**src/rtl/servile_pkg.sv**
```systemverilog
// Shared definitions for the servile bus arbiter: state encodings, counter width
// and the downstream write-side payload.
package servile_pkg;

  localparam int unsigned CNT_W = 16;

  localparam logic [1:0] ST_IDLE = 2'd0;
  localparam logic [1:0] ST_IBUS = 2'd1;
  localparam logic [1:0] ST_DBUS = 2'd2;

  typedef struct packed {
    logic [31:0] dat;
    logic [3:0]  sel;
    logic        we;
  } wb_wr_t;

  localparam wb_wr_t WB_WR_IDLE = '{dat: 32'h0, sel: 4'h0, we: 1'b0};
  localparam wb_wr_t WB_WR_IBUS = '{dat: 32'h0, sel: 4'hF, we: 1'b0};

  // Round-robin pick from IDLE; last_i=1 means ibus was served last, so dbus wins a tie.
  function automatic logic [1:0] arb_pick(input logic ibus_cyc,
                                          input logic dbus_cyc,
                                          input logic last_i);
    logic [1:0] pick;
    pick = ST_IDLE;
    if (ibus_cyc && dbus_cyc) begin
      pick = last_i ? ST_DBUS : ST_IBUS;
    end else if (ibus_cyc) begin
      pick = ST_IBUS;
    end else if (dbus_cyc) begin
      pick = ST_DBUS;
    end
    return pick;
  endfunction

endpackage

```
**src/rtl/servile_bus_arb_if.sv**
```systemverilog
// Bundle of the ibus, dbus and downstream SRAM/RF signals around the arbiter.
// slave = the arbiter's view; master = the surrounding masters and memory.
interface servile_bus_arb_if #(
  parameter int unsigned aw = 8
) ();

  logic [aw-3:0] i_ibus_adr;
  logic          i_ibus_cyc;
  logic [31:0]   o_ibus_rdt;
  logic          o_ibus_ack;

  logic [aw-3:0] i_dbus_adr;
  logic [31:0]   i_dbus_dat;
  logic [3:0]    i_dbus_sel;
  logic          i_dbus_we;
  logic          i_dbus_cyc;
  logic [31:0]   o_dbus_rdt;
  logic          o_dbus_ack;

  logic [aw-3:0] o_wb_adr;
  logic [31:0]   o_wb_dat;
  logic [3:0]    o_wb_sel;
  logic          o_wb_we;
  logic          o_wb_stb;
  logic [31:0]   i_wb_rdt;
  logic          i_wb_ack;

  logic          o_err;

  modport slave (
    input  i_ibus_adr, i_ibus_cyc,
    output o_ibus_rdt, o_ibus_ack,
    input  i_dbus_adr, i_dbus_dat, i_dbus_sel, i_dbus_we, i_dbus_cyc,
    output o_dbus_rdt, o_dbus_ack,
    output o_wb_adr, o_wb_dat, o_wb_sel, o_wb_we, o_wb_stb,
    input  i_wb_rdt, i_wb_ack,
    output o_err
  );

  modport master (
    output i_ibus_adr, i_ibus_cyc,
    input  o_ibus_rdt, o_ibus_ack,
    output i_dbus_adr, i_dbus_dat, i_dbus_sel, i_dbus_we, i_dbus_cyc,
    input  o_dbus_rdt, o_dbus_ack,
    input  o_wb_adr, o_wb_dat, o_wb_sel, o_wb_we, o_wb_stb,
    output i_wb_rdt, i_wb_ack,
    input  o_err
  );

endinterface

```
**src/rtl/servile_wait_cnt.sv**
```systemverilog
// Grant wait counter: cleared while idle, counts unacked granted cycles and flags
// the terminal value.
module servile_wait_cnt
  import servile_pkg::*;
#(
  parameter int unsigned terminal = 63
) (
  input  logic i_clk,
  input  logic i_rst,
  input  logic i_clr,
  input  logic i_en,
  output logic o_tc
);

  logic [CNT_W-1:0] cnt_q, cnt_d;

  always_comb begin
    cnt_d = cnt_q;
    if (i_clr) begin
      cnt_d = '0;
    end else if (i_en) begin
      cnt_d = cnt_q + CNT_W'(1);
    end
  end

  always_ff @(posedge i_clk) begin
    if (i_rst) begin
      cnt_q <= '0;
    end else begin
      cnt_q <= cnt_d;
    end
  end

  assign o_tc = (cnt_q == CNT_W'(terminal));

endmodule

```
**src/rtl/servile_bus_arb.sv**
```systemverilog
// Round-robin arbiter sharing one SRAM/RF port between the ibus and dbus masters,
// with a wait timeout that completes a stuck grant with zero data and an error pulse.
module servile_bus_arb
  import servile_pkg::*;
#(
  parameter int unsigned aw      = 8,
  parameter int unsigned timeout = 64
) (
  input logic              i_clk,
  input logic              i_rst,
  servile_bus_arb_if.slave bus
);

  if (timeout < 8 || timeout > 65535) begin : g_bad_timeout
    $error("servile_bus_arb: timeout out of range 8..65535");
  end

  logic [1:0]    state_q, state_d;
  logic          last_i_q, last_i_d;
  logic          granted;
  logic          tc;
  logic          wb_ack_g;
  logic          to_ack;
  logic          done;
  logic          in_ibus;
  logic          in_dbus;
  logic [aw-3:0] wb_adr;
  wb_wr_t        wb_wr;

  assign granted  = (state_q != ST_IDLE);
  assign in_ibus  = (state_q == ST_IBUS);
  assign in_dbus  = (state_q == ST_DBUS);
  assign wb_ack_g = granted & bus.i_wb_ack;
  // A real ack in the terminal cycle wins over the timeout.
  assign to_ack   = granted & tc & ~bus.i_wb_ack;
  assign done     = wb_ack_g | to_ack;

  servile_wait_cnt #(
    .terminal(timeout - 1)
  ) u_wait_cnt (
    .i_clk (i_clk),
    .i_rst (i_rst),
    .i_clr (~granted),
    .i_en  (granted & ~bus.i_wb_ack),
    .o_tc  (tc)
  );

  // Next-state and round-robin flag
  always_comb begin
    state_d  = state_q;
    last_i_d = last_i_q;
    case (state_q)
      ST_IDLE: begin
        state_d = arb_pick(bus.i_ibus_cyc, bus.i_dbus_cyc, last_i_q);
      end
      ST_IBUS: begin
        if (done) begin
          state_d  = ST_IDLE;
          last_i_d = 1'b1;
        end
      end
      ST_DBUS: begin
        if (done) begin
          state_d  = ST_IDLE;
          last_i_d = 1'b0;
        end
      end
      default: begin
        state_d = ST_IDLE;
      end
    endcase
  end

  always_ff @(posedge i_clk) begin
    if (i_rst) begin
      state_q  <= ST_IDLE;
      last_i_q <= 1'b1;
    end else begin
      state_q  <= state_d;
      last_i_q <= last_i_d;
    end
  end

  // Downstream request mux; all-zero while idle
  always_comb begin
    wb_adr = '0;
    wb_wr  = WB_WR_IDLE;
    if (in_ibus) begin
      wb_adr = bus.i_ibus_adr;
      wb_wr  = WB_WR_IBUS;
    end else if (in_dbus) begin
      wb_adr = bus.i_dbus_adr;
      wb_wr  = '{dat: bus.i_dbus_dat, sel: bus.i_dbus_sel, we: bus.i_dbus_we};
    end
  end

  assign bus.o_wb_adr = wb_adr;
  assign bus.o_wb_dat = wb_wr.dat;
  assign bus.o_wb_sel = wb_wr.sel;
  assign bus.o_wb_we  = wb_wr.we;

  // Handshake outputs are masked during reset so an interrupted grant never completes.
  assign bus.o_wb_stb   = granted & ~i_rst;
  assign bus.o_ibus_ack = in_ibus & done & ~i_rst;
  assign bus.o_dbus_ack = in_dbus & done & ~i_rst;
  assign bus.o_err      = to_ack & ~i_rst;

  assign bus.o_ibus_rdt = (in_ibus && to_ack) ? 32'h0 : bus.i_wb_rdt;
  assign bus.o_dbus_rdt = (in_dbus && to_ack) ? 32'h0 : bus.i_wb_rdt;

endmodule

```
**src/flat_wrapper.sv**
```systemverilog
// flat-port wrapper written by rule: the top's interface ports become plain ports
module servile_bus_arb_flat import servile_pkg::*;
#(
  parameter int unsigned aw      = 8,
  parameter int unsigned timeout = 64
)
  (i_clk, i_rst, bus_i_ibus_adr, bus_i_ibus_cyc, bus_o_ibus_rdt, bus_o_ibus_ack, bus_i_dbus_adr, bus_i_dbus_dat, bus_i_dbus_sel, bus_i_dbus_we, bus_i_dbus_cyc, bus_o_dbus_rdt, bus_o_dbus_ack, bus_o_wb_adr, bus_o_wb_dat, bus_o_wb_sel, bus_o_wb_we, bus_o_wb_stb, bus_i_wb_rdt, bus_i_wb_ack, bus_o_err);
  servile_bus_arb_if #(.aw(aw)) bus_i ();
  input logic i_clk;
  input logic i_rst;
  input wire logic [$bits(bus_i.i_ibus_adr)-1:0] bus_i_ibus_adr;
  input wire logic [$bits(bus_i.i_ibus_cyc)-1:0] bus_i_ibus_cyc;
  output wire logic [$bits(bus_i.o_ibus_rdt)-1:0] bus_o_ibus_rdt;
  output wire logic [$bits(bus_i.o_ibus_ack)-1:0] bus_o_ibus_ack;
  input wire logic [$bits(bus_i.i_dbus_adr)-1:0] bus_i_dbus_adr;
  input wire logic [$bits(bus_i.i_dbus_dat)-1:0] bus_i_dbus_dat;
  input wire logic [$bits(bus_i.i_dbus_sel)-1:0] bus_i_dbus_sel;
  input wire logic [$bits(bus_i.i_dbus_we)-1:0] bus_i_dbus_we;
  input wire logic [$bits(bus_i.i_dbus_cyc)-1:0] bus_i_dbus_cyc;
  output wire logic [$bits(bus_i.o_dbus_rdt)-1:0] bus_o_dbus_rdt;
  output wire logic [$bits(bus_i.o_dbus_ack)-1:0] bus_o_dbus_ack;
  output wire logic [$bits(bus_i.o_wb_adr)-1:0] bus_o_wb_adr;
  output wire logic [$bits(bus_i.o_wb_dat)-1:0] bus_o_wb_dat;
  output wire logic [$bits(bus_i.o_wb_sel)-1:0] bus_o_wb_sel;
  output wire logic [$bits(bus_i.o_wb_we)-1:0] bus_o_wb_we;
  output wire logic [$bits(bus_i.o_wb_stb)-1:0] bus_o_wb_stb;
  input wire logic [$bits(bus_i.i_wb_rdt)-1:0] bus_i_wb_rdt;
  input wire logic [$bits(bus_i.i_wb_ack)-1:0] bus_i_wb_ack;
  output wire logic [$bits(bus_i.o_err)-1:0] bus_o_err;
  assign bus_i.i_ibus_adr = bus_i_ibus_adr;
  assign bus_i.i_ibus_cyc = bus_i_ibus_cyc;
  assign bus_o_ibus_rdt = bus_i.o_ibus_rdt;
  assign bus_o_ibus_ack = bus_i.o_ibus_ack;
  assign bus_i.i_dbus_adr = bus_i_dbus_adr;
  assign bus_i.i_dbus_dat = bus_i_dbus_dat;
  assign bus_i.i_dbus_sel = bus_i_dbus_sel;
  assign bus_i.i_dbus_we = bus_i_dbus_we;
  assign bus_i.i_dbus_cyc = bus_i_dbus_cyc;
  assign bus_o_dbus_rdt = bus_i.o_dbus_rdt;
  assign bus_o_dbus_ack = bus_i.o_dbus_ack;
  assign bus_o_wb_adr = bus_i.o_wb_adr;
  assign bus_o_wb_dat = bus_i.o_wb_dat;
  assign bus_o_wb_sel = bus_i.o_wb_sel;
  assign bus_o_wb_we = bus_i.o_wb_we;
  assign bus_o_wb_stb = bus_i.o_wb_stb;
  assign bus_i.i_wb_rdt = bus_i_wb_rdt;
  assign bus_i.i_wb_ack = bus_i_wb_ack;
  assign bus_o_err = bus_i.o_err;
  servile_bus_arb #(.aw(aw), .timeout(timeout)) u_core (.i_clk(i_clk), .i_rst(i_rst), .bus(bus_i));
endmodule
```
**config.mk**
```make
export PLATFORM = sky130hd
export DESIGN_NAME = servile_bus_arb_flat
export DESIGN_NICKNAME = d
export VERILOG_FILES = /design/src/rtl/servile_pkg.sv /design/src/rtl/servile_bus_arb_if.sv /design/src/rtl/servile_wait_cnt.sv /design/src/rtl/servile_bus_arb.sv /design/src/flat_wrapper.sv
export SDC_FILE = /design/constraint.sdc
export NUM_CORES = 1
export LEC_CHECK = 0
export ABC_AREA = 1
export BUFFER_PORTS_ARGS = -buffer_cell sky130_fd_sc_hd__buf_2
export CAP_MARGIN = 20
export CORE_AREA = 2 2 76 78
export DETAILED_ROUTE_END_ITERATION = 12
export DIE_AREA = 0 0 78 80
export HOLD_SLACK_MARGIN = 0.08
export PLACE_DENSITY_LB_ADDON = 0.25
export RECOVER_POWER = 50
export SYNTH_ARGS = -nofsm -noshare
export SYNTH_HDL_FRONTEND = slang
export SYNTH_SLANG_ARGS = --single-unit
```
**constraint.sdc**
```tcl
create_clock -name i_clk -period 5.1 [get_ports i_clk]
set_input_delay 1.275 -clock i_clk [delete_from_list [all_inputs] [get_ports i_clk]]
set_output_delay 1.275 -clock i_clk [all_outputs]
set_load 0.02 [all_outputs]
```
## Word level (Yosys, flattened, before mapping)

Index checks and enable logic that the tools add are counted.

- Register bits: 19
- Bits in latches: 0
- Bits in writable memories: 0
- ROM bits: 0
- Output and inout bits: 111
- Logic and storage cells: 48
- Memories kept: 0

- Add/sub/neg operators: 1
- $mul: 0
- Divide/modulo/power cells: 0
- $lt $le $gt $ge: 0
- Eq/ne operators: 6
- Shift-type cells: 0
- Multiplexer cells: 15
- Bitwise gates (word level): 14
- Reductions and logical operators: 9

Operator list:

| cell | count |
|---|---|
| $mux W37 | 2 |
| $mux W32 | 2 |
| $add A16 B1 Y16 const B | 1 |
| $eq A16 B6 Y1 const B | 1 |
| $mux W6 | 2 |
| $and A1 B1 Y1 | 10 |
| $mux W2 | 5 |
| $ne A2 B1 Y1 const B | 3 |
| $pmux W2 S2 | 1 |
| $reduce_bool A2 Y1 | 2 |
| $reduce_or A2 Y1 | 2 |
| $logic_and A1 B1 Y1 | 3 |
| $not A1 Y1 | 3 |
| $reduce_and A3 Y1 | 1 |
| $eq A2 B1 Y1 const B | 1 |
| $eq A2 B2 Y1 const B | 1 |
| $logic_not A2 Y1 | 1 |
| $mux W1 | 2 |
| $pmux W1 S2 | 1 |
| $or A1 B1 Y1 | 1 |

## Longest topological paths before layout

Gate-level depths: netlist (run 1).

- Word-level depth: 6
- Depth in mapped cells: 12
- Depth with buffers taken out: 12

## By module

Synthesis (run 1) repeated with hierarchy kept, for this count alone.

- Cell total of the unflattened synthesis: 414
- Area, all modules: 2,165.8 um^2

By module, submodules not included:

| module | times used | cells an instance | area each (um^2) |
|---|---|---|---|
| servile_bus_arb | 1 | 287 | 1,268.7 |
| servile_wait_cnt | 1 | 127 | 897.1 |

## Worst setup path after synthesis (run 1)

OpenSTA, ideal clock, no wires.

- Kind: in2out
- Start: input port bus_i_wb_ack
- End: output port bus_o_dbus_rdt[10]
- Arrival time: 2.119 ns
- Data required time: 3.825 ns
- Slack: 1.706 ns
- Cell stages on the path: 7
- Path through: inv_2 -> nand2_2 -> inv_1 -> nand3_4 -> nor2_4 -> buf_6 -> nor2_1

- Longest elaborated chain between the ends: 4

RTL lines:

| what | RTL line | text |
|---|---|---|
| start: declaration | flat_wrapper.sv:28 | `input wire logic [$bits(bus_i.i_wb_ack)-1:0] bus_i_wb_ack;` |
| $not A1 Y1 | servile_bus_arb.sv:35 | `assign to_ack = granted & tc & ~bus.i_wb_ack;` |
| $and A1 B1 Y1 | servile_bus_arb.sv:35 |  |
| $logic_and A1 B1 Y1 | servile_bus_arb.sv:109 | `assign bus.o_dbus_rdt = (in_dbus && to_ack) ? 32'h0 : bus.i_wb_rdt;` |
| $mux W32 | servile_bus_arb.sv:109 |  |
| end: declaration | flat_wrapper.sv:20 | `output wire logic [$bits(bus_i.o_dbus_rdt)-1:0] bus_o_dbus_rdt;` |

Every way passes these cells.

## Worst setup path after layout (run 1)

- Start: input port bus_i_wb_ack
- End: output port bus_o_ibus_rdt[15]

- Longest elaborated chain between the ends: 4

RTL lines:

| what | RTL line | text |
|---|---|---|
| $not A1 Y1 | servile_bus_arb.sv:35 |  |
| $and A1 B1 Y1 | servile_bus_arb.sv:35 |  |
| $logic_and A1 B1 Y1 | servile_bus_arb.sv:108 | `assign bus.o_ibus_rdt = (in_ibus && to_ack) ? 32'h0 : bus.i_wb_rdt;` |
| $mux W32 | servile_bus_arb.sv:108 |  |
| end: declaration | flat_wrapper.sv:13 | `output wire logic [$bits(bus_i.o_ibus_rdt)-1:0] bus_o_ibus_rdt;` |

Every way passes these cells.

==> flow_summary.yaml, run 1 <==
floorplanning:
  initial_utilization_pct: 35.60
  core.rowCount: 27
  pin_count: 197
  die_w_um: 78
  die_h_um: 80
  die-area_um2: 6240
  core_um2: 5405
critical_path:
  endpoint_kind: "output pin"
  crit_type: "in -> out"
  crit_fanout: 32
  crit_required_ps: 3830
  r2r-start: "u_core.state_q[0]"
  r2r_cells: 10
  ff2ff_setup_slack_ps: 3150
  r2r-end: "u_core.u_wait_cnt.cnt_q[12]"
  arrival_ps: 2870
  start_kind: "input pin"
routing:
  vias_per_cell: 4.456
  finalWirelength_um: 7239
  ant_nets: 0
  drt-initial-drc-count: 161
  wl_per_cell_um: 11.62
  drc: 0
  vias: 2776
  drt_pre_antenna_iters: 4
layout:
  mostFrequentLayoutCells: "150 x buf_2, 126 x nor2_1, 81 x nand2_1, 54 x inv_1, 49 x clkbuf_1"
  nNetsFinal: 642
  multi_input_area_um2: 1200
  mostFrequentLayoutCell: "buf_2"
  fill_cells: 583
  drive_gt1_share_pct: 30.31
  area_growth_syn_to_layout_pct: 48.83
  antenna_cells: 0
  register_area_um2: 380.4
  final_cells: 623
  fin_area_um2: 2864
clocking:
  cts_buffers: 3
  clk_pin_slew_ps: 70
  cts_sinks: 19
  cts_tree: "done"
  h-tree-depth: 1
  cts-hold-fix-buffers: 0
  cts_setup_buffers: 0
  worstSkewPairLatency_ps: 250
  ctsResizeCount: 0
  clockRootBuffer: "clkbuf_8"
  cts_buffer_depth: 2
outcome:
  violations: "capacitance limit, slew limit"
  status: "complete, but fails checks"
sta:
  finalSetupTns_ps: 0
  final-max-slew-violation-count: 44
  period_share_pct: 81.32
  timing.hold.ws_ps: 484.4
  worstMarginPinSlew_ps: 1695
  fin_crit_ps: 4147
  relSlewSlack_pct: -13.02
  setup_violations: 0
  rsz0062_at_grt: "false"
  fmax_mhz: 241.1
  hold_viol: 0
  clock_skew_ps: 3.349
grt:
  gr-usage-all-layers_pct: 21.04
  use_met3_pct: 3.620
  grt_pass1_vias: 2424
  grt_antenna_before_repair: 0
  grt_pass1_wl_um: 10980
  grt_use_met2_pct: 38.45
  grt_max_degree: 44
  top_usage_layer: "met2"
  overflow: 0
  grt.met1_usage_pct: 25.46
logic_synthesis:
  syn_inst: 365
  yosys.area.top_type: "nor2_1"
  synth_cell_types: 26
  ys_top_cells_by_area: "nor2_1 24%, dfxtp_1 20%, nand2_1 15%"
  syn_avg_cell_area_um2: 5.272
  mappedNetlistArea_um2: 1924
  yosys_warnings: 0
  synth-seq-cells: 19
  synth_fp_nets: 455
  yosys.area.top_type_share_pct: 23.80
  yosysSeqAreaShare_pct: 19.77
run:
  max_cap_violations: 1
worst_hold_path:
  hold_start: "u_core.u_wait_cnt.cnt_q[0]"
  hold_depth: 1
  holdPathEnd: "u_core.u_wait_cnt.cnt_q[0]"
  hp-class: "reg -> reg"
power_and_ir_drop:
  total_power_uw: 774.6
  pwr_density_cell_nw_per_um2: 270.4
  power_leakage_uw: 0.001575
  ir_drop_v: 0.0001725
place:
  io_buffers: 196
  placed_area_um2: 2909
  dpl.hpwl_um: 5884
  place_congestion: 0.8158
  dp.cells: 619
-- flip-flops by register name (all words and copies together) (netlist names) --
register / flops
u_core.u_wait_cnt.cnt_q: 16
u_core.state_q: 2
u_core.last_i_q: 1
-- stage by stage --
step	setup slack (ps)	utilization, %
after floorplan	1706	-
after global placement	1130	53.82
after detailed placement	1096	53.82
after CTS	1092	54.65
after global routing	810.1	52.99
final	952.6	52.99
-- synthesized netlist by cell type (all sizes together) --
cell,number
a211oi,1
a21oi,12
a311oi,1
and3,1
buf,7
clkbuf,10
dfxtp,19
ha,4
inv,56
nand2,85
nand3,18
nand4,2
nor2,131
nor3,7
nor3b,1
o21ai,8
o21bai,1
xor2,1
-- critical path, stage by stage --
cell     delay [ps]
buf_2           100
inv_1           130
nand2_1         190
inv_1           180
nand3_4         120
nor2_4          540
nor2_1          130
buf_2           200
-- report_power, final --
| group | internal, µW | switching (µW) |
|---|---|---|
| sequential | 160 | 7.36 |
| clock | 55.4 | 47.1 |
| combinational | 146 | 359 |
-- routing by layer --
metal  up-vias  routed length (µm)
met5         -                   0
met4         0                 109
met3        12                 551
met2        98                3634
met1      1210                2944
li1       1456                   -
-- logic make-up (layout without fill, tap and decap cells) --
logic type	after synthesis	count (layout)	share of synthesized area [%]
simple gates	245	245	54.16
buf+inv	73	259	16.58
compound gates	23	23	6.437
flops	19	19	19.77
fa+ha+maj	4	4	2.601
xor+xnor	1	1	0.4552
-- area by class of cell --
class,count,share of cell area (%)
sequential,19,13.28
tap,72,3.145
clock buffer,4,1.573
timing repair buffer,199,32.77
inverter,56,7.339
multi-input combinational,273,41.90
-- worst max-delay path by stage --
stage          slack [ps]          from  depth (start not counted)                  to
2_1_floorplan        1710  bus_i_wb_ack                          7  bus_o_dbus_rdt[10]
3_3_place_gp         1130  bus_i_wb_ack                          8  bus_o_ibus_rdt[16]
3_5_place_dp         1100  bus_i_wb_ack                          8  bus_o_ibus_rdt[15]
4_1_cts              1090  bus_i_wb_ack                          8  bus_o_ibus_rdt[27]
5_1_grt               810  bus_i_wb_ack                          8  bus_o_ibus_rdt[15]
6_report              950  bus_i_wb_ack                          8  bus_o_ibus_rdt[15]
Note: power is estimated with default switching activity, not from simulation.
==> run 2, diff against run 1 <==
- CORE_AREA: 2 2 76 78 -> 2 2 77 79
- DIE_AREA: 0 0 78 80 -> 0 0 79 81
- clock period: 5.1 -> 4.29 ns (I/O delays scaled with it)
==> run 2 against run 1 <==
The run now ends clean. Final area barely moved. Combinational power rose by 18%. Final cell count rose by 0.48%. Sequential power rose by 19%. Sequential cell count did not move. Worst hold slack improved by 3.2 ps.
==> flow_summary.yaml, run 2 (synthesized netlist as in run 1, its figures left out) <==
sta:
  fmax_mhz: 270.5
  clock_skew_ps: 2.263
  hold_viol: 0
  relSlewSlack_pct: 54.18
  setup_violations: 0
  timing.hold.ws_ps: 487.6
  rsz0062_at_grt: "false"
  final-max-slew-violation-count: 0
  fin_crit_ps: 3697
  worstMarginPinSlew_ps: 685.7
  setup_slack_ps: 592.9
  finalSetupTns_ps: 0
  period_share_pct: 86.18
layout:
  fill_cells: 663
  area_growth_syn_to_layout_pct: 48.96
  drive_gt1_share_pct: 30.13
  antenna_cells: 0
  register_area_um2: 380.4
  top_register: "u_core.u_wait_cnt.cnt_q"
  fin_area_um2: 2867
  mostFrequentLayoutCell: "buf_2"
  multi_input_area_um2: 1195
  largest_reg_flops: 16
  reg_top3: "u_core.u_wait_cnt.cnt_q x16, u_core.state_q x2, u_core.last_i_q x1"
  mostFrequentLayoutCells: "150 x buf_2, 127 x nor2_1, 82 x nand2_1, 54 x inv_1, 48 x clkbuf_1"
  nNetsFinal: 642
routing:
  drt-initial-drc-count: 118
  wl_per_cell_um: 11.45
  vias: 2742
  ant_nets: 0
  wl_met3_um: 550
  drt_pre_antenna_iters: 4
  finalWirelength_um: 7170
  drc: 0
  vias_per_cell: 4.380
  highest_layer: "met4"
  drt-met1-wl_um: 2943
  route.met2.wl_um: 3557
outcome:
  status: "finished, final reports clean"
place:
  place_congestion: 0.8001
  place_ws_ps: 738.6
  io_buffers: 196
  dpl.hpwl_um: 5850
  placed_area_um2: 2913
critical_path:
  cp_cell_sequence: "buf_2 -> inv_1 -> nand2_1 -> inv_1 -> nand3_4 -> nor2_4 -> nor2_1 -> buf_2"
  crit_required_ps: 3220
  cp_slowest_cell: "nor2_4"
  start_kind: "input pin"
  crit_buf_inv: 4
  crit_fanout: 32
  path_delay_family: "simple AND/OR/NAND/NOR gates"
  endpoint_kind: "output pin"
  crit_type: "in -> out"
  arrival_ps: 2620
  cpPeakStageDelay_ps: 550
floorplanning:
  core_um2: 5675
  die_h_um: 81
  die_w_um: 79
  core.rowCount: 28
  initial_utilization_pct: 33.91
  pin_count: 197
  die-area_um2: 6399
grt:
  overflow: 0
  grt_antenna_before_repair: 0
  grt_pass1_vias: 2307
  grt_pass1_wl_um: 10530
  gr-usage-all-layers_pct: 20.15
  grt_max_degree: 44
clocking:
  cts_buffers: 3
  h-tree-depth: 1
  ctsResizeCount: 0
  cts-hold-fix-buffers: 0
  cts_sinks: 19
  cts_tree: "done"
  clockRootBuffer: "clkbuf_8"
  clk_pin_slew_ps: 70
  cts_buffer_depth: 2
  worstSkewPairLatency_ps: 260
  cts_setup_buffers: 0
power_and_ir_drop:
  power_leakage_uw: 0.001579
  total_power_uw: 921.1
  ir_drop_v: 0.0001836
  pwr_density_cell_nw_per_um2: 321.3
run:
  max_cap_violations: 0
worst_hold_path:
  hp-class: "reg -> reg"
## run 2: final timing paths
kind / startpoint / endpoint / slack, ps / cells past startpoint
setup / recovery: bus_i_wb_ack / bus_o_ibus_rdt[2] / 590 / 8
hold / removal: u_core.u_wait_cnt.cnt_q[0] / u_core.u_wait_cnt.cnt_q[0] / 490 / 1
setup reg to reg: u_core.state_q[0] / u_core.u_wait_cnt.cnt_q[12] / 2420 / 10
hold reg to reg: u_core.u_wait_cnt.cnt_q[0] / u_core.u_wait_cnt.cnt_q[0] / 490 / 1
## run 2: cell type report
cell class              instances  share of cell area (%)
inverters                      56                   7.333
repair buffers                199                   32.87
well taps                      75                   3.274
multi-input cells             273                   41.68
clock buffers                   4                   1.571
flip-flops and latches         19                   13.27
## run 2: through the flow
stage	util, %	cells
finish	50.51	626
global route	50.51	626
detailed placement	51.32	622
global placement	51.32	622
CTS	52.12	626
floorplan	-	365
## run 2: report_power, final
part / switching (µW) / internal, µW
Combinational: 425 / 172
Clock: 60.1 / 66.1
Sequential: 8.27 / 190
## run 2: routing by layer
metal | up-vias | GRT usage [%]
met1 | 1178 | 23.12
met3 | 10 | 4.000
met2 | 92 | 37.37
met5 | - | 0
li1 | 1462 | -
met4 | 0 | 6.724
